### src/rtl/dmem_arbiter.sv
// Two-port round-robin arbiter in front of the single-ported data memory,
// with a window check, a bounded lock for atomic sequences and 1-cycle responses.
module dmem_arbiter #(
   parameter int unsigned LOCK_MAX = 16
) (
   input  logic        clk,
   input  logic        rst,
   input  logic        m0_req,
   input  logic        m0_lock,
   input  logic [31:0] m0_addr,
   input  logic [3:0]  m0_we,
   input  logic [31:0] m0_wdata,
   output logic        m0_gnt,
   output logic        m0_rvalid,
   output logic [31:0] m0_rdata,
   output logic        m0_err,
   input  logic        m1_req,
   input  logic        m1_lock,
   input  logic [31:0] m1_addr,
   input  logic [3:0]  m1_we,
   input  logic [31:0] m1_wdata,
   output logic        m1_gnt,
   output logic        m1_rvalid,
   output logic [31:0] m1_rdata,
   output logic        m1_err,
   output logic        mem_en,
   output logic [31:0] mem_addr,
   output logic [31:0] mem_d,
   output logic [3:0]  mem_we,
   input  logic [31:0] mem_q
);

   localparam logic [8:0] LOCK_LIM = 9'(LOCK_MAX);

   function automatic logic in_window(input logic [31:0] a);
      return (a[31:23] == 9'h001);
   endfunction

   logic       last_q;
   logic       locked_q;
   logic       owner_q;
   logic [7:0] lock_cnt_q;
   logic [1:0] owe_err_q;

   logic       last_d;
   logic       locked_d;
   logic       owner_d;
   logic [7:0] lock_cnt_d;
   logic [1:0] owe_err_d;

   logic       rsp_vld_p1;
   logic       rsp_port_p1;
   logic       rsp_err_p1;
   logic       rsp_hit_p1;

   logic        gnt0;
   logic        gnt1;
   logic        gnt_any;
   logic        sel;
   logic        sel_lock;
   logic [31:0] sel_addr;
   logic [31:0] sel_wdata;
   logic [3:0]  sel_we;
   logic        hit;
   logic [8:0]  cnt_inc;

   // Stage p0: grant decision and memory request
   always_comb begin
      gnt0 = 1'b0;
      gnt1 = 1'b0;
      if (locked_q) begin
         gnt0 = m0_req && !owner_q;
         gnt1 = m1_req && owner_q;
      end else if (m0_req && m1_req) begin
         gnt0 = last_q;
         gnt1 = !last_q;
      end else begin
         gnt0 = m0_req;
         gnt1 = m1_req;
      end
   end

   assign gnt_any   = gnt0 | gnt1;
   assign sel       = gnt1;
   assign sel_lock  = sel ? m1_lock  : m0_lock;
   assign sel_addr  = sel ? m1_addr  : m0_addr;
   assign sel_wdata = sel ? m1_wdata : m0_wdata;
   assign sel_we    = sel ? m1_we    : m0_we;
   assign hit       = gnt_any && in_window(sel_addr);

   assign m0_gnt   = gnt0;
   assign m1_gnt   = gnt1;
   assign mem_en   = hit;
   assign mem_addr = hit ? sel_addr  : 32'd0;
   assign mem_d    = hit ? sel_wdata : 32'd0;
   assign mem_we   = hit ? sel_we    : 4'd0;

   assign cnt_inc = {1'b0, lock_cnt_q} + 9'd1;

   // A voluntary release by the owner takes priority over the timeout on the same edge.
   always_comb begin
      last_d     = last_q;
      locked_d   = locked_q;
      owner_d    = owner_q;
      lock_cnt_d = lock_cnt_q;
      owe_err_d  = owe_err_q;
      if (gnt_any) begin
         last_d         = sel;
         owe_err_d[sel] = 1'b0;
      end
      if (locked_q) begin
         if (gnt_any && !sel_lock) begin
            locked_d   = 1'b0;
            lock_cnt_d = 8'd0;
         end else if (cnt_inc >= LOCK_LIM) begin
            locked_d             = 1'b0;
            lock_cnt_d           = 8'd0;
            owe_err_d[owner_q]   = 1'b1;
            last_d               = owner_q;
         end else begin
            lock_cnt_d = cnt_inc[7:0];
         end
      end else if (gnt_any && sel_lock) begin
         locked_d   = 1'b1;
         owner_d    = sel;
         lock_cnt_d = 8'd0;
      end
   end

   always_ff @(posedge clk) begin
      if (rst) begin
         last_q     <= 1'b1;
         locked_q   <= 1'b0;
         owner_q    <= 1'b0;
         lock_cnt_q <= 8'd0;
         owe_err_q  <= 2'b00;
      end else begin
         last_q     <= last_d;
         locked_q   <= locked_d;
         owner_q    <= owner_d;
         lock_cnt_q <= lock_cnt_d;
         owe_err_q  <= owe_err_d;
      end
   end

   // Stage p1: response routing, captured at the grant edge
   always_ff @(posedge clk) begin
      if (rst) begin
         rsp_vld_p1  <= 1'b0;
         rsp_port_p1 <= 1'b0;
         rsp_err_p1  <= 1'b0;
         rsp_hit_p1  <= 1'b0;
      end else begin
         rsp_vld_p1  <= gnt_any;
         rsp_port_p1 <= sel;
         rsp_err_p1  <= gnt_any && (!hit || owe_err_q[sel]);
         rsp_hit_p1  <= hit;
      end
   end

   assign m0_rvalid = rsp_vld_p1 && !rsp_port_p1;
   assign m1_rvalid = rsp_vld_p1 && rsp_port_p1;
   assign m0_err    = m0_rvalid && rsp_err_p1;
   assign m1_err    = m1_rvalid && rsp_err_p1;
   assign m0_rdata  = (m0_rvalid && rsp_hit_p1) ? mem_q : 32'd0;
   assign m1_rdata  = (m1_rvalid && rsp_hit_p1) ? mem_q : 32'd0;

endmodule

### config.mk
export PLATFORM = sky130hd
export DESIGN_NAME = dmem_arbiter
export DESIGN_NICKNAME = d
export VERILOG_FILES = /design/src/rtl/dmem_arbiter.sv
export SDC_FILE = /design/constraint.sdc
export NUM_CORES = 1
export LEC_CHECK = 0
export BUFFER_PORTS_ARGS = -buffer_cell sky130_fd_sc_hd__buf_2
export CAP_MARGIN = 10
export CORE_AREA = 2 2 122 124
export DETAILED_ROUTE_END_ITERATION = 16
export DIE_AREA = 0 0 124 126
export GPL_ROUTABILITY_DRIVEN = 1
export HOLD_SLACK_MARGIN = 0.12
export PLACE_DENSITY = 0.52
export RECOVER_POWER = 25
export SYNTH_ARGS = -nofsm -noshare
export SYNTH_HDL_FRONTEND = slang
export SYNTH_SLANG_ARGS = --single-unit
### constraint.sdc
create_clock -name clk -period 1.5 [get_ports clk]
set_input_delay 0.075 -clock clk [delete_from_list [all_inputs] [get_ports clk]]
set_output_delay 0.075 -clock clk [all_outputs]
set_load 0.02 [all_outputs]
==> metrics.txt <==
Clk Tree Root Cell clkbuf_16; Synth Flop Type dfxtp_1; Tmin final 1.98 ns; fin area 6190 um^2; global route total overflow 0; Area contributors post-synth mux2i_1 (25%), dfxtp_1 (14%), and2_1 (9.9%); CTS tree done; Final Non-Filler Cells 846; clock power share 22.3%; # nets final 839; worst path required time 1.42 ns; ANT nets after route 0; startpoint types flip-flop; layout cells sized above 1 76.6%; TNS Setup -29.52 ns; Int Power 1.55 mW; pwr dens 385 nW/um^2; Via density 4.40; # IOs 313; status complete, but fails checks; Crit Path Category reg2out; final worst setup slack -0.481 ns; Async S/R FF share, synth 0%; Port Buffer Count 304; leak pwr 3.04 nW; Final Wtd Congestion 0.838; number of flops mapped to enable cells by yosys 0; Crit path arrival time 1.91 ns; largest area contributor in the netlist mux2i_1; sw frac 34.7%; # diodes 0; final wirelength 13200 um; dpl hpwl 10300 um; vias in the first global route 3724; initial antenna violation count 0; Site Rows 44; Synth warnings 0; CTS buffer count 3; Starting Density 17.3%; Max Fclk 0.505 GHz; clk slew on worst S/H paths 0.05 ns; Syn Area/Cell 7.80 um^2; instance count of the mapped netlist 317; 1st-iter DRT viols 146; H-tree depth 1; worst skew pair latency 0.25 ns; combinational share of power 56.9%; Net Sw Power 0.826 mW; routed len/inst 15.6 um; area share of the largest cell type after synthesis 24.7%; GRT Total Usage 14.9%; failing checks setup timing; final setup vio count 95; CTS max path bufs 2; final hold vios 0; utilization after layout 43.2%; crit path capture type primary output; first-pass iteration count of the detailed router 4; via count 3724; Crit Path Max Fanout 17; clk_skew 0.00302 ns; Clock Sinks 17; fill count 1370; Peak VDD IR 334 uV; Seq pwr share 20.9%; max-slew violations 0; CORE AREA 14300 um^2; Tcrit/Tclk final 132%; Post-Syn Area 2470 um^2; area grow syn2layout 150%; Worst Hold Class in2reg; global-route wire length before repair 18400 um; sequential cell area 347 um^2; die area 15600 um^2; sequential area share after synthesis 13.8%; DP Area 5180 um^2; synthesized flop and latch total 17; Cell variety after synth 44; unrepaired setup endpoints after global routing true; max_cap viols 0; # DRC 0; area of the multi-input gates 2910 um^2; Post-Place Cells 830; Die X 124 um; PnR Total Power 2.38 mW; largest net degree at the start of global routing 33; Die H 126 um
## cell type report
class,instances,area share (%)
multi-input combinational,265,47.1
tap,184,3.72
clock buffer,4,1.27
sequential,17,5.60
timing repair buffer,373,42.1
inverter,3,0.182
## metrics by stage
stage,setup slack (ns),hold slack [ns]
2_1_floorplan,-0.133,0.269
6_report,-0.481,0.235
3_3_place_gp,-0.261,0.441
5_1_grt,-0.552,0.257
3_5_place_dp,-0.318,0.446
4_1_cts,-0.489,0.196
## power by group through the flow
| stage | Sequential, mW | Combinational, mW | Clock (mW) |
|---|---|---|---|
| floorplan | 0.497 | 0.558 | 0 |
| global placement | 0.501 | 1.03 | 0 |
| detailed placement | 0.501 | 1.05 | 0 |
| CTS | 0.495 | 1.24 | 0.534 |
| global route | 0.499 | 1.44 | 0.552 |
| finish | 0.497 | 1.35 | 0.530 |
## layout by cell type, fill, tap and decap left out, drive strengths merged, types with 2 or more instances in the layout
| cell type | Yosys | final |
|---|---|---|
| nand4 | 2 | 2 |
| mux2i | 61 | 61 |
| a21boi | 2 | 2 |
| nand2 | 4 | 4 |
| nor4b | 2 | 2 |
| nand2b | 2 | 2 |
| dfxtp | 17 | 17 |
| and2 | 39 | 39 |
| nor2 | 4 | 4 |
| conb | 1 | 8 |
| a21oi | 65 | 65 |
| and3 | 35 | 35 |
| o21ai | 4 | 4 |
| buf | 25 | 358 |
| nor4 | 3 | 3 |
| clkbuf | 14 | 19 |
| nand3b | 4 | 4 |
| inv | 3 | 3 |
| or3 | 4 | 4 |
| ha | 2 | 2 |
| nand3 | 4 | 4 |
| or3b | 2 | 2 |
| nor2b | 3 | 3 |
## routing by layer
metal	GRT usage, %	vias up	part of all wire, %
met1	15.9	1704	37
met4	2.97	0	1.5
li1	-	1831	-
met3	1.68	12	7.1
met5	0	-	0
met2	30.5	177	54
## path summary, 6_finish.rpt
path                 from       endpoint  slack, ns  depth (start not counted)
max reg2reg      locked_q  lock_cnt_q[2]      -0.40                          9
max              locked_q    mem_addr[6]      -0.48                          8
min reg2reg  owe_err_q[1]   owe_err_q[1]       0.45                          2
min                   rst    rsp_port_p1       0.24                          3
## synth_stat cells (8+ instances only)
cell type / number
dfxtp_1: 17
a21oi_1: 47
mux2i_1: 61
buf_2: 8
a21oi_2: 18
buf_6: 8
clkbuf_1: 14
buf_4: 9
and3_1: 35
and2_1: 39
## kinds of logic after synthesis
| group | count (synthesis) | synth area share (%) |
|---|---|---|
| adders and majority gates | 2 | 1.01 |
| AOI/OAI and AO/OA | 82 | 21.2 |
| DFF | 17 | 13.8 |
| muxes | 62 | 25.2 |
| and+or+nand+nor | 111 | 28.2 |
| buffers and inverters | 42 | 10.6 |
| other | 1 | 0.152 |
## critical path: stages (launching register included)
cell      delay [ns]
dfxtp_2         0.33
buf_6           0.12
nand3b_1        0.19
nand3_4         0.12
buf_12          0.17
buf_12          0.19
mux2i_2         0.31
a21oi_4         0.04
buf_4           0.16
## timing repair
item | 4_1_cts | 5_1_grt
hold buffers | 0 | 0
endpoints found under the hold margin | 0 | 0
gates cloned | 2 | 2
setup endpoints to repair | 72 | 102
setup buffers | 4 | 6
gates resized for setup | 120 | 86
pin swaps | 2 | 6
## registers in the layout, summed over array words and instances (netlist names)
name,count
last_q,1
lock_cnt_q,8
locked_q,1
owe_err_q,2
owner_q,1
rsp_err_p1,1
rsp_hit_p1,1
rsp_port_p1,1
rsp_vld_p1,1
Note: power is estimated with default switching activity, not from simulation.
